$ cat src/rtl/asmd_pkg.sv
// Shared definitions for the shift/add multiplier: the state encoding and the
// magnitude helper used at operand capture.
package asmd_pkg;

   typedef enum logic [1:0] {
      S_IDLE = 2'd0,
      S_RUN  = 2'd1,
      S_FIX  = 2'd2,
      S_DONE = 2'd3
   } state_t;

   localparam int MAG_MAX_W = 64;

   // Callers zero-extend into MAG_MAX_W and cast the result back to their width.
   // The low bits of the negation are the narrow two's-complement negation.
   function automatic logic [MAG_MAX_W-1:0] mag_f(input logic [MAG_MAX_W-1:0] val_i,
                                                  input logic                 negate_i);
      return negate_i ? (~val_i + MAG_MAX_W'(1)) : val_i;
   endfunction

endpackage

$ cat src/rtl/asmd_gen_datapath.sv
// Operand, accumulator and product registers for the shift/add multiplier,
// plus the status flags the controller steers on.
module asmd_gen_datapath
   import asmd_pkg::*;
#(
   parameter int WORD_LENGTH = 8,
   parameter int SIGNED_EN   = 1
) (
   input  logic                     clk,
   input  logic                     rst,
   input  logic                     load_i,
   input  logic                     step_i,
   input  logic                     fix_i,
   input  logic                     signed_mode_i,
   input  logic [WORD_LENGTH-1:0]   word0_i,
   input  logic [WORD_LENGTH-1:0]   word1_i,
   output logic [2*WORD_LENGTH-1:0] product_o,
   output logic                     zero_o,
   output logic                     mplier_one_o
);

   localparam int N  = WORD_LENGTH;
   localparam int W2 = 2 * WORD_LENGTH;

   logic          signed_eff;
   logic [N-1:0]  mag0, mag1;
   logic          m0;

   logic [W2-1:0] mcand_q, mcand_d;
   logic [N-1:0]  mplier_q, mplier_d;
   logic [W2-1:0] acc_q, acc_d;
   logic [W2-1:0] product_q, product_d;
   logic          neg_q, neg_d;

   assign signed_eff   = (SIGNED_EN != 0) && signed_mode_i;
   assign mag0         = N'(mag_f(MAG_MAX_W'(word0_i), signed_eff && word0_i[N-1]));
   assign mag1         = N'(mag_f(MAG_MAX_W'(word1_i), signed_eff && word1_i[N-1]));
   assign zero_o       = (word0_i == '0) || (word1_i == '0);
   assign mplier_one_o = (mplier_q == N'(1));
   assign m0           = mplier_q[0];
   assign product_o    = product_q;

   always_comb begin
      mcand_d   = mcand_q;
      mplier_d  = mplier_q;
      acc_d     = acc_q;
      product_d = product_q;
      neg_d     = neg_q;
      if (load_i) begin
         mcand_d  = W2'(mag0);
         mplier_d = mag1;
         acc_d    = '0;
         neg_d    = signed_eff && (word0_i[N-1] ^ word1_i[N-1]);
         if (zero_o) begin
            product_d = '0;
         end
      end else if (step_i) begin
         if (m0) begin
            acc_d = acc_q + mcand_q;
         end
         mcand_d  = mcand_q << 1;
         mplier_d = mplier_q >> 1;
      end else if (fix_i) begin
         product_d = neg_q ? (~acc_q + W2'(1)) : acc_q;
      end
   end

   always_ff @(posedge clk or posedge rst) begin
      if (rst) begin
         mcand_q   <= '0;
         mplier_q  <= '0;
         acc_q     <= '0;
         product_q <= '0;
         neg_q     <= 1'b0;
      end else begin
         mcand_q   <= mcand_d;
         mplier_q  <= mplier_d;
         acc_q     <= acc_d;
         product_q <= product_d;
         neg_q     <= neg_d;
      end
   end

endmodule

$ cat src/rtl/asmd_multiplier_gen.sv
// Sequential shift/add multiplier with signed mode, early termination on the
// multiplier MSB and a ready/done handshake.
//
// state  | meaning
// S_IDLE | ready; accept start and capture operand magnitudes
// S_RUN  | one add/shift per cycle until the multiplier reaches 1
// S_FIX  | apply the result sign and load the product register
// S_DONE | one-cycle done pulse
module asmd_multiplier_gen
   import asmd_pkg::*;
#(
   parameter int WORD_LENGTH = 8,
   parameter int SIGNED_EN   = 1
) (
   input  logic                     clk,
   input  logic                     reset,
   input  logic                     start,
   input  logic                     signed_mode,
   input  logic [WORD_LENGTH-1:0]   word0,
   input  logic [WORD_LENGTH-1:0]   word1,
   output logic [2*WORD_LENGTH-1:0] product,
   output logic                     ready,
   output logic                     done
);

   state_t state_q, state_d;
   logic   ready_q, done_q;
   logic   load, step, fix;
   logic   zero, mplier_one;

   asmd_gen_datapath #(
      .WORD_LENGTH (WORD_LENGTH),
      .SIGNED_EN   (SIGNED_EN)
   ) u_datapath (
      .clk           (clk),
      .rst           (reset),
      .load_i        (load),
      .step_i        (step),
      .fix_i         (fix),
      .signed_mode_i (signed_mode),
      .word0_i       (word0),
      .word1_i       (word1),
      .product_o     (product),
      .zero_o        (zero),
      .mplier_one_o  (mplier_one)
   );

   always_comb begin
      state_d = state_q;
      load    = 1'b0;
      step    = 1'b0;
      fix     = 1'b0;
      case (state_q)
         S_IDLE: begin
            if (start) begin
               load    = 1'b1;
               state_d = zero ? S_DONE : S_RUN;
            end
         end
         S_RUN: begin
            step = 1'b1;
            if (mplier_one) begin
               state_d = S_FIX;
            end
         end
         S_FIX: begin
            fix     = 1'b1;
            state_d = S_DONE;
         end
         S_DONE:  state_d = S_IDLE;
         default: state_d = S_IDLE;
      endcase
   end

   // ready/done are registered from the next state so they align with state_q.
   always_ff @(posedge clk or posedge reset) begin
      if (reset) begin
         state_q <= S_IDLE;
         ready_q <= 1'b1;
         done_q  <= 1'b0;
      end else begin
         state_q <= state_d;
         ready_q <= (state_d == S_IDLE);
         done_q  <= (state_d == S_DONE);
      end
   end

   assign ready = ready_q;
   assign done  = done_q;

endmodule

$ cat config.mk
export PLATFORM = sky130hd
export DESIGN_NAME = asmd_multiplier_gen
export DESIGN_NICKNAME = d
export VERILOG_FILES = /design/src/rtl/asmd_pkg.sv /design/src/rtl/asmd_gen_datapath.sv /design/src/rtl/asmd_multiplier_gen.sv
export SDC_FILE = /design/constraint.sdc
export NUM_CORES = 1
export LEC_CHECK = 0
export BUFFER_PORTS_ARGS = -buffer_cell sky130_fd_sc_hd__buf_2
export CAP_MARGIN = 20
export CORE_AREA = 2 2 104 106
export DETAILED_ROUTE_END_ITERATION = 7
export DIE_AREA = 0 0 106 108
export GPL_TIMING_DRIVEN = 0
export RECOVER_POWER = 100
export REMOVE_ABC_BUFFERS = 1
export SYNTH_ARGS = -nofsm -noshare
export SYNTH_HDL_FRONTEND = slang
export SYNTH_SLANG_ARGS = --single-unit
$ cat constraint.sdc
create_clock -name clk -period 2.23 [get_ports clk]
set_input_delay 0.3345 -clock clk [delete_from_list [all_inputs] [get_ports clk]]
set_output_delay 0.3345 -clock clk [all_outputs]
set_load 0.005 [all_outputs]
## Yosys cells after proc, flatten, opt, wreduce, memory -nomap -nowiden

Cells that the tools add are included.

| word-level totals | value |
|---|---|
| register bits | 61 |
| bits of input ports | 20 |
| output and inout bits | 18 |
| word-level logic and storage cells | 58 |

| cells by class | value |
|---|---|
| $add $sub $neg | 4 |
| equal/unequal tests | 7 |
| multiplexer cells | 22 |
| bitwise operators | 4 |
| reduce and logical (&&, ||, !) cells | 13 |

Operators by type and width:

| cell | number |
|---|---|
| $mux 16 | 10 |
| $mux 8 | 4 |
| $add 16x1->16 const B | 1 |
| $add 16x16->16 | 1 |
| $add 8x1->8 const B | 2 |
| $logic_not 8->1 | 2 |
| $not 16->16 | 1 |
| $not 8->8 | 2 |
| $eq 8x1->1 const B | 1 |
| $pmux 2 s4 | 1 |
| $eq 2x2->1 const B | 3 |
| $mux 2 | 3 |
| $reduce_bool 2->1 | 3 |
| $logic_not 2->1 | 2 |
| $mux 1 | 4 |
| $logic_and 1x1->1 | 3 |
| $reduce_and 3->1 | 1 |
| $eq 2x1->1 const B | 1 |
| $ne 2x1->1 const B | 1 |
| $ne 2x2->1 const B | 1 |
| $reduce_and 2->1 | 1 |
| $logic_or 1x1->1 | 1 |
| $xor 1x1->1 | 1 |

## Depth between registers and ports, before layout

Gate-level depths: netlist of the first run.

| depth | value |
|---|---|
| word-level depth | 6 |
| mapped depth | 8 |

## Hierarchy

From an unflattened synthesis of the first run, not the netlist that was laid out.

| second synthesis, totals | value |
|---|---|
| cells, all modules | 412 |
| area, all modules | 3829.9 sq um |

Modules (own cells, without submodules):

| module | instances | cells an instance | area an instance (sq um) |
|---|---|---|---|
| asmd_gen_datapath | 1 | 397 | 3652.3 |
| asmd_multiplier_gen | 1 | 15 | 177.7 |

## Worst setup path before layout of the first run

No wires, ideal clock.

| timing | value |
|---|---|
| path type | reg-to-reg |
| start | register u_datapath.acc_q[0] |
| end | register u_datapath.acc_q[12] |
| arrival | 2.078 ns |
| required time | 2.108 ns |
| setup slack | 0.031 ns |
| cell stages (with the launch flop) | 9 |
| cell sequence | dfrtp_1 -> ha_1 -> fa_1 -> a21oi_1 -> o2bb2ai_1 -> o21bai_1 -> a21oi_1 -> or3_1 -> a32o_1 |

| on the way | value |
|---|---|
| word-level cells in the longest chain between the ends | 4 |

RTL lines:

| item | RTL line | source |
|---|---|---|
| start: declaration | asmd_gen_datapath.sv:31 | `logic [W2-1:0] acc_q, acc_d;` |
| start signal: assignment | asmd_gen_datapath.sv:72 | `acc_q <= '0;` |
| start signal: assignment | asmd_gen_datapath.sv:78 | `acc_q <= acc_d;` |
| $add 16x16->16 | asmd_gen_datapath.sv:59 | `acc_d = acc_q + mcand_q;` |
| $mux 16 | asmd_gen_datapath.sv:58 | `if (m0) begin` |
| $mux 16 | asmd_gen_datapath.sv:57 | `end else if (step_i) begin` |
| $mux 16 | asmd_gen_datapath.sv:49 | `if (load_i) begin` |

No other way between the ends. The select of a mux whose other input is x is not followed.
A chain may end at the register's enable or synchronous reset.

## Worst setup path in the final report of the first run

| timing | value |
|---|---|
| start | register u_datapath.acc_q[4] |
| end | register u_datapath.acc_q[15] |

Same word-level chain as after synthesis.

==> results.py, run 1 <==
metrics = {
    "status": {
        "status": "finished with violations",
        "violations_in_the_final_reports": "negative setup slack",
    },
    "final_layout": {
        "fin_cells": 586,
        "finish.net_count": 484,
        "fin_util_pct": 43.2,
        "post-route-cell-area_sq_mm": 0.00442,
        "post_route_cells_drive_above_1_share_pct": 19.6,
        "num_antenna_cells": 0,
        "areaGrowthSynthToFinish_pct": 18.3,
    },
    "clock_network": {
        "clkSlewWorstSetupHoldPaths_ns": 0.07,
        "cts_tree": "yes",
        "ctsRootBufferMaster": "sky130_fd_sc_hd__clkbuf_8",
        "cts_htree_levels": 3,
        "worst_skew_late_latency_ns": 0.34,
        "cts_max_path_buffers": 2,
        "cts_buffers": 9,
        "clkSinkCount": 61,
    },
    "synthesis": {
        "synthesis.area_sq_mm": 0.00373,
        "synth_largest_area_cell": "sky130_fd_sc_hd__dfrtp_1",
        "syn_area_per_cell_sq_um": 9.30,
        "synth_cell_types": 51,
        "postSynth.topFlopCell": "sky130_fd_sc_hd__dfrtp_1",
        "synth_largest_type_area_fraction_pct": 40.2,
        "asyncSetResetFlopFracSynth_pct": 100,
        "number_of_register_bits_inferred_by_synthesis": 61,
        "synth_seq_area_share_pct": 40.9,
        "synth-warning-count": 0,
        "ys_top_cells_by_area": "sky130_fd_sc_hd__dfrtp_1, sky130_fd_sc_hd__ha_1, sky130_fd_sc_hd__a22o_1, sky130_fd_sc_hd__xor2_1, sky130_fd_sc_hd__nand2_1",
        "post_synth_inst_count": 401,
        "post_synth_edffs": 0,
    },
    "timing": {
        "fin_crit_ns": 2.26,
        "hold_viol_final": 0,
        "timing_worst_slew_pin_value_ns": 1.03,
        "totalNegativeSetupSlack_ns": -0.0396,
        "postLayoutSetupSlackWorst_ns": -0.0277,
        "worst_clock_skew_ns": 0.0143,
        "timing.final.setup_violations": 2,
        "max_clock_freq_ghz": 0.443,
        "slew_headroom_pct": 31.6,
        "rsz0062_at_grt": "yes",
        "layout_worst_path_cycle_share_pct": 101,
        "report.final.slew_viol_count": 0,
    },
    "placement": {
        "placement.cell_area_sq_mm": 0.00406,
        "post-dp-hpwl_um": 6370,
        "port-buffer-count": 37,
        "placed_cells_incl_taps": 561,
        "finalWeightedCongestion": 0.956,
    },
    "setup_path": {
        "worst_path_most_repeated_cell": "sky130_fd_sc_hd__a2111o_1",
        "endpoint_kind": "register",
        "count_of_cells_along_the_worst_register_to_register_path": 7,
        "ff2ff_setup_slack_ns": -0.03,
        "crit_chain": "ha_1, o211a_1, a21oi_4, a2111o_1, and2_1, a2111o_1, nand3_1",
        "crit-reg2reg-launch": "u_datapath.acc_q[4]",
        "path_max_fanout": 5,
        "criticalPathCategory": "register to register",
        "setup.worst_path.start": "u_datapath.acc_q[4]",
        "setup.worst_path.start_class": "register",
        "timing.critical_path.arrival_ns": 2.53,
        "cp_slowest_cell": "sky130_fd_sc_hd__dfrtp_1",
        "timing.critical_path.slowest_cell_delay_ns": 0.47,
        "worstReg2RegEnd": "u_datapath.acc_q[15]",
        "crit_required_ns": 2.50,
    },
    "global_route": {
        "maximum_number_of_pins_on_one_net_before_global_route_repair": 42,
        "grt_antenna_before_repair": 0,
        "grt_overflow_total": 0,
        "grt_pass1_wl_um": 14500,
        "groute.usage.overall_pct": 15.9,
        "vias_in_the_first_global_route": 3015,
    },
    "die": {
        "height_of_the_chip_um": 108,
        "io-pin-count": 38,
        "die_width_um": 106,
        "fp-row-count": 37,
        "dieArea_sq_mm": 0.0114,
        "coreArea_sq_mm": 0.0102,
        "initial_utilization_pct": 36.5,
    },
    "drt": {
        "vias": 3187,
        "vias_per_cell": 5.44,
        "drt_drc_violations_left": 0,
        "routed_length_per_placed_instance_um": 14.9,
        "drt_pass1_iterations": 4,
        "totalWireLength_um": 8720,
        "final_antenna_net_count": 0,
        "first_iter_violations": 93,
    },
    "job": {
        "drv.max_cap_violation_count": 0,
    },
    "worst_hold_path": {
        "min-delay-path-class": "primary input to asynchronous set/reset pin",
    },
    "pwr": {
        "ir_drop_mv": 0.448,
        "power_density_mw_per_mm2": 1450,
        "leak_pwr_nw": 1.92,
    },
}
-- layout by cell type, fill, tap and decap left out, types with 10 or more instances in the layout --
| cell | synthesis | routed |
|---|---|---|
| sky130_fd_sc_hd__dfrtp_1 | 60 | 55 |
| sky130_fd_sc_hd__nand2_1 | 45 | 45 |
| sky130_fd_sc_hd__buf_2 | 0 | 33 |
| sky130_fd_sc_hd__o21ai_0 | 32 | 31 |
| sky130_fd_sc_hd__a21oi_1 | 29 | 26 |
| sky130_fd_sc_hd__a22o_1 | 23 | 23 |
| sky130_fd_sc_hd__nor2_1 | 23 | 22 |
| sky130_fd_sc_hd__xor2_1 | 20 | 20 |
| sky130_fd_sc_hd__inv_1 | 17 | 17 |
| sky130_fd_sc_hd__xnor2_1 | 17 | 17 |
| sky130_fd_sc_hd__o22ai_1 | 13 | 13 |
| sky130_fd_sc_hd__clkbuf_8 | 0 | 11 |
| sky130_fd_sc_hd__ha_1 | 18 | 10 |
-- routing by layer --
layer | routed length, um | track usage (%) | vias to the layer above
li1 | - | - | 1581
met1 | 4260 | 20.4 | 1530
met2 | 4080 | 27.0 | 70
met3 | 286 | 2.95 | 6
met4 | 93 | 5.45 | 0
met5 | 0 | 0 | -
-- critical path, delay by kind of cell, from the launching register on --
kind	cells	cell delay, ns
AOI/OAI and AO/OA	4	1.07
DFF	1	0.47
adders and majority gates	1	0.40
and+or+nand+nor	2	0.27
-- sequential cells by signal (all words and copies together), names as in the netlist --
| signal | count |
|---|---|
| u_datapath.mplier_q | 8 |
| done | 1 |
| ready | 1 |
| u_datapath.acc_q | 16 |
| state_q | 2 |
| u_datapath.neg_q | 1 |
| u_datapath.product_o | 16 |
| u_datapath.mcand_q | 16 |
-- power by group --
| part | switching (mW) | leakage [nW] | internal (mW) |
|---|---|---|---|
| combinational | 1.78 | 1.06 | 1.58 |
| clock | 0.399 | 0.0905 | 0.462 |
| sequential | 0.595 | 0.768 | 1.58 |
-- cell families after synthesis --
| kind of cell | share of synthesized area [%] |
|---|---|
| and+or+nand+nor | 14.4 |
| buffers and inverters | 3.22 |
| DFF | 40.9 |
| xor gates and xnor gates | 8.69 |
| AOI/OAI and AO/OA | 26.2 |
| adders and majority gates | 6.57 |
-- metrics by stage --
stage | worst slack [ns] | hold slack, ns | power, mW
2_1_floorplan | 0.0307 | 0.467 | 4.37
3_3_place_gp | -0.716 | 0.465 | 5.09
3_5_place_dp | -0.424 | 0.379 | 5.19
4_1_cts | -0.0912 | 0.00875 | 6.20
5_1_grt | -0.178 | 0.205 | 6.97
6_report | -0.0277 | 0.129 | 6.40
-- Yosys cell counts (3+ instances only) --
| cell | number |
|---|---|
| sky130_fd_sc_hd__and2_1 | 5 |
| sky130_fd_sc_hd__a22o_1 | 23 |
| sky130_fd_sc_hd__o31ai_1 | 6 |
| sky130_fd_sc_hd__nor4_1 | 3 |
| sky130_fd_sc_hd__or3_1 | 3 |
| sky130_fd_sc_hd__nand2_1 | 45 |
| sky130_fd_sc_hd__nand3_1 | 8 |
| sky130_fd_sc_hd__o2bb2ai_1 | 5 |
| sky130_fd_sc_hd__nor3_1 | 3 |
| sky130_fd_sc_hd__a22oi_1 | 5 |
| sky130_fd_sc_hd__o22ai_1 | 13 |
| sky130_fd_sc_hd__dfrtp_1 | 60 |
| sky130_fd_sc_hd__o41ai_1 | 3 |
| sky130_fd_sc_hd__ha_1 | 18 |
| sky130_fd_sc_hd__inv_1 | 17 |
| sky130_fd_sc_hd__clkbuf_1 | 15 |
| sky130_fd_sc_hd__o21ai_0 | 32 |
| sky130_fd_sc_hd__a31oi_1 | 3 |
| sky130_fd_sc_hd__a21oi_1 | 29 |
| sky130_fd_sc_hd__xor2_1 | 20 |
| sky130_fd_sc_hd__nand4_1 | 4 |
| sky130_fd_sc_hd__nor2_1 | 23 |
| sky130_fd_sc_hd__nor2b_1 | 3 |
| sky130_fd_sc_hd__a21o_1 | 3 |
| sky130_fd_sc_hd__xnor2_1 | 17 |
-- final cells by class --
| cell class | count | area (sq um) |
|---|---|---|
| Fill cell | 1017 | 5820 |
| Multi-Input combinational cell | 308 | 2220 |
| Sequential cell | 61 | 1530 |
| Timing Repair Buffer | 48 | 258 |
| Tap cell | 136 | 170 |
| Clock buffer | 14 | 163 |
| Inverter | 17 | 63.8 |
| Clock inverter | 2 | 10.0 |
-- repair_timing --
action                                  in CTS  in global routing
resized for setup                           15                 14
hold endpoints to repair                     0                  0
hold buffers                                 0                  0
endpoints found under the setup margin      23                 30
buffers inserted                             3                  5
pin swaps                                    5                  8
-- worst max path at each step --
stage / endpoint / slack (ns) / cells after the start
2_1_floorplan: u_datapath.acc_q[12] / 0.03 / 8
3_3_place_gp: state_q[1] / -0.72 / 4
3_5_place_dp: u_datapath.product_o[15] / -0.42 / 4
4_1_cts: u_datapath.acc_q[15] / -0.09 / 5
5_1_grt: u_datapath.product_o[10] / -0.18 / 4
6_report: u_datapath.acc_q[15] / -0.03 / 7
Note: power is estimated with default switching activity, not from simulation.
==> run 2, diff against run 1 <==
--- a/config.mk
+++ b/config.mk
@@ -10,7 +10,6 @@
 export CORE_AREA = 2 2 104 106
 export DETAILED_ROUTE_END_ITERATION = 7
 export DIE_AREA = 0 0 106 108
-export GPL_TIMING_DRIVEN = 0
 export RECOVER_POWER = 100
 export REMOVE_ABC_BUFFERS = 1
 export SYNTH_ARGS = -nofsm -noshare
==> results.py, run 2 (synthesis gave the netlist of run 1 again) <==
metrics = {
    "setup_path": {
        "endpoint_kind": "register",
        "setup.worst_path.start_class": "register",
        "timing.critical_path.arrival_ns": 2.42,
        "crit_required_ns": 2.50,
        "criticalPathCategory": "register to register",
        "path_max_fanout": 4,
    },
    "drt": {
        "routed_length_per_placed_instance_um": 14.9,
        "final_antenna_net_count": 0,
        "drt_drc_violations_left": 0,
        "vias_per_cell": 5.31,
        "totalWireLength_um": 9200,
        "vias": 3281,
        "first_iter_violations": 161,
        "drt_pass1_iterations": 4,
    },
    "timing": {
        "hold_slack_ns": 0.220,
        "max_clock_freq_ghz": 0.464,
        "timing.final.setup_violations": 0,
        "rsz0062_at_grt": "yes",
        "layout_worst_path_cycle_share_pct": 96.6,
        "timing_worst_slew_pin_value_ns": 0.996,
        "fin_crit_ns": 2.15,
        "report.final.slew_viol_count": 0,
        "worst_clock_skew_ns": 0.00770,
        "slew_headroom_pct": 33.5,
        "hold_viol_final": 0,
    },
    "clock_network": {
        "cts_tree": "yes",
        "cts_max_path_buffers": 2,
        "worst_skew_late_latency_ns": 0.34,
        "clkSlewWorstSetupHoldPaths_ns": 0.07,
        "cts_htree_levels": 3,
        "cts_buffers": 9,
        "ctsRootBufferMaster": "sky130_fd_sc_hd__clkbuf_8",
        "post_cts_hold_buffer_count": 0,
        "postCtsSetupRepairBufs": 0,
        "clkSinkCount": 61,
    },
    "worst_hold_path": {
        "min-delay-path-class": "primary input to asynchronous set/reset pin",
    },
    "die": {
        "initial_utilization_pct": 36.5,
        "coreArea_sq_mm": 0.0102,
        "dieArea_sq_mm": 0.0114,
        "io-pin-count": 38,
        "height_of_the_chip_um": 108,
        "fp-row-count": 37,
        "die_width_um": 106,
    },
    "global_route": {
        "groute.layer.met1.usage_pct": 22.9,
        "grt_overflow_total": 0,
        "vias_in_the_first_global_route": 3180,
        "globalRoute.busiestLayer": "met2",
        "met2_resource_use_gr_pct": 27.6,
        "grt_antenna_before_repair": 0,
        "maximum_number_of_pins_on_one_net_before_global_route_repair": 37,
        "grt_pass1_wl_um": 15300,
        "groute.usage.overall_pct": 16.8,
        "grt.met3_usage_pct": 2.23,
    },
    "pwr": {
        "power_density_mw_per_mm2": 1460,
        "leak_pwr_nw": 2.08,
        "total_power_mw": 6.67,
        "ir_drop_mv": 0.452,
    },
    "final_layout": {
        "post_route_cells_drive_above_1_share_pct": 21.2,
        "fin_util_pct": 44.5,
        "fin_cells": 618,
        "num_antenna_cells": 0,
        "most-common-layout-cells": "sky130_fd_sc_hd__dfrtp_1, sky130_fd_sc_hd__nand2_1, sky130_fd_sc_hd__buf_4, sky130_fd_sc_hd__o21ai_0, sky130_fd_sc_hd__buf_2",
        "finish.net_count": 516,
        "most_common_cell_after_layout_fill_and_taps_aside": "sky130_fd_sc_hd__dfrtp_1",
        "areaGrowthSynthToFinish_pct": 22.0,
    },
    "job": {
        "drv.max_cap_violation_count": 0,
    },
    "placement": {
        "port-buffer-count": 37,
        "placed_cells_incl_taps": 602,
        "finalWeightedCongestion": 0.869,
        "post-dp-hpwl_um": 7050,
    },
    "status": {
        "status": "complete, no violations",
    },
}
-- run 2: cell types whose count changed in the layout (fill, tap and decap cells not counted), moves of 3 or more --
cell / change
sky130_fd_sc_hd__clkinv_2: +3
sky130_fd_sc_hd__dfrtp_2: -5
sky130_fd_sc_hd__ha_4: -4
sky130_fd_sc_hd__dfrtp_1: +5
sky130_fd_sc_hd__a21oi_4: -3
sky130_fd_sc_hd__buf_4: +28
sky130_fd_sc_hd__ha_1: +6
-- run 2: layout make-up --
class	count	area, sq um
Clock inverter	5	25.0
Clock buffer	11	151
Sequential cell	61	1530
Fill cell	1031	5680
Timing Repair Buffer	80	490
Multi-Input combinational cell	308	2120
Tap cell	136	170
Inverter	17	63.8
-- run 2: worst paths after layout --
check                                          from                       end  slack, ns  cells after the start
max                           u_datapath.mcand_q[4]      u_datapath.acc_q[15]       0.08                      7
min                                           reset   u_datapath.product_o[0]       0.22                      2
max reg2reg                   u_datapath.mcand_q[4]      u_datapath.acc_q[15]       0.08                      7
min reg2reg                u_datapath.product_o[11]  u_datapath.product_o[11]       0.48                      1
max in group asynchronous                     reset    u_datapath.mplier_q[0]       0.58                      3
min in group clk                        signed_mode          u_datapath.neg_q       0.35                      3
-- run 2: timing repair --
action / 4_1_cts / 5_1_grt
cloned: 0 / 0
pin swaps: 0 / 2
resized for setup: 2 / 6
setup endpoints to repair: 2 / 6
-- run 2: per-layer routing --
layer  vias up  wire length [um]
li1       1642                 -
met4         0                91
met1      1566              4510
met3         6               314
met5         -                 0
met2        67              4280
-- run 2: through the flow --
| step | instance area, sq um | worst slack (ns) | setup TNS (ns) |
|---|---|---|---|
| after floorplan | 3670 | 0.0307 | 0 |
| after global placement | 4380 | 0.00758 | 0 |
| after detailed placement | 4380 | -0.0322 | -0.0504 |
| after CTS | 4560 | -0.0145 | -0.0145 |
| after global routing | 4550 | -0.0436 | -0.288 |
| final | 4550 | 0.0766 | 0 |
-- run 2: power breakdown --
group          leakage [nW]  internal [mW]  switching (mW)
Sequential            0.774           1.58           0.427
Clock                0.0986          0.454           0.428
Combinational          1.21           1.79            1.99
Total                  2.08           3.82            2.85
-- run 2: critical path, cell delays in order, from the launching register on --
cell	delay (ns)
sky130_fd_sc_hd__dfrtp_1	0.42
sky130_fd_sc_hd__ha_1	0.37
sky130_fd_sc_hd__o211a_1	0.19
sky130_fd_sc_hd__a21oi_2	0.09
sky130_fd_sc_hd__a2111o_1	0.38
sky130_fd_sc_hd__and2_1	0.19
sky130_fd_sc_hd__a2111o_1	0.37
sky130_fd_sc_hd__nand3_1	0.07
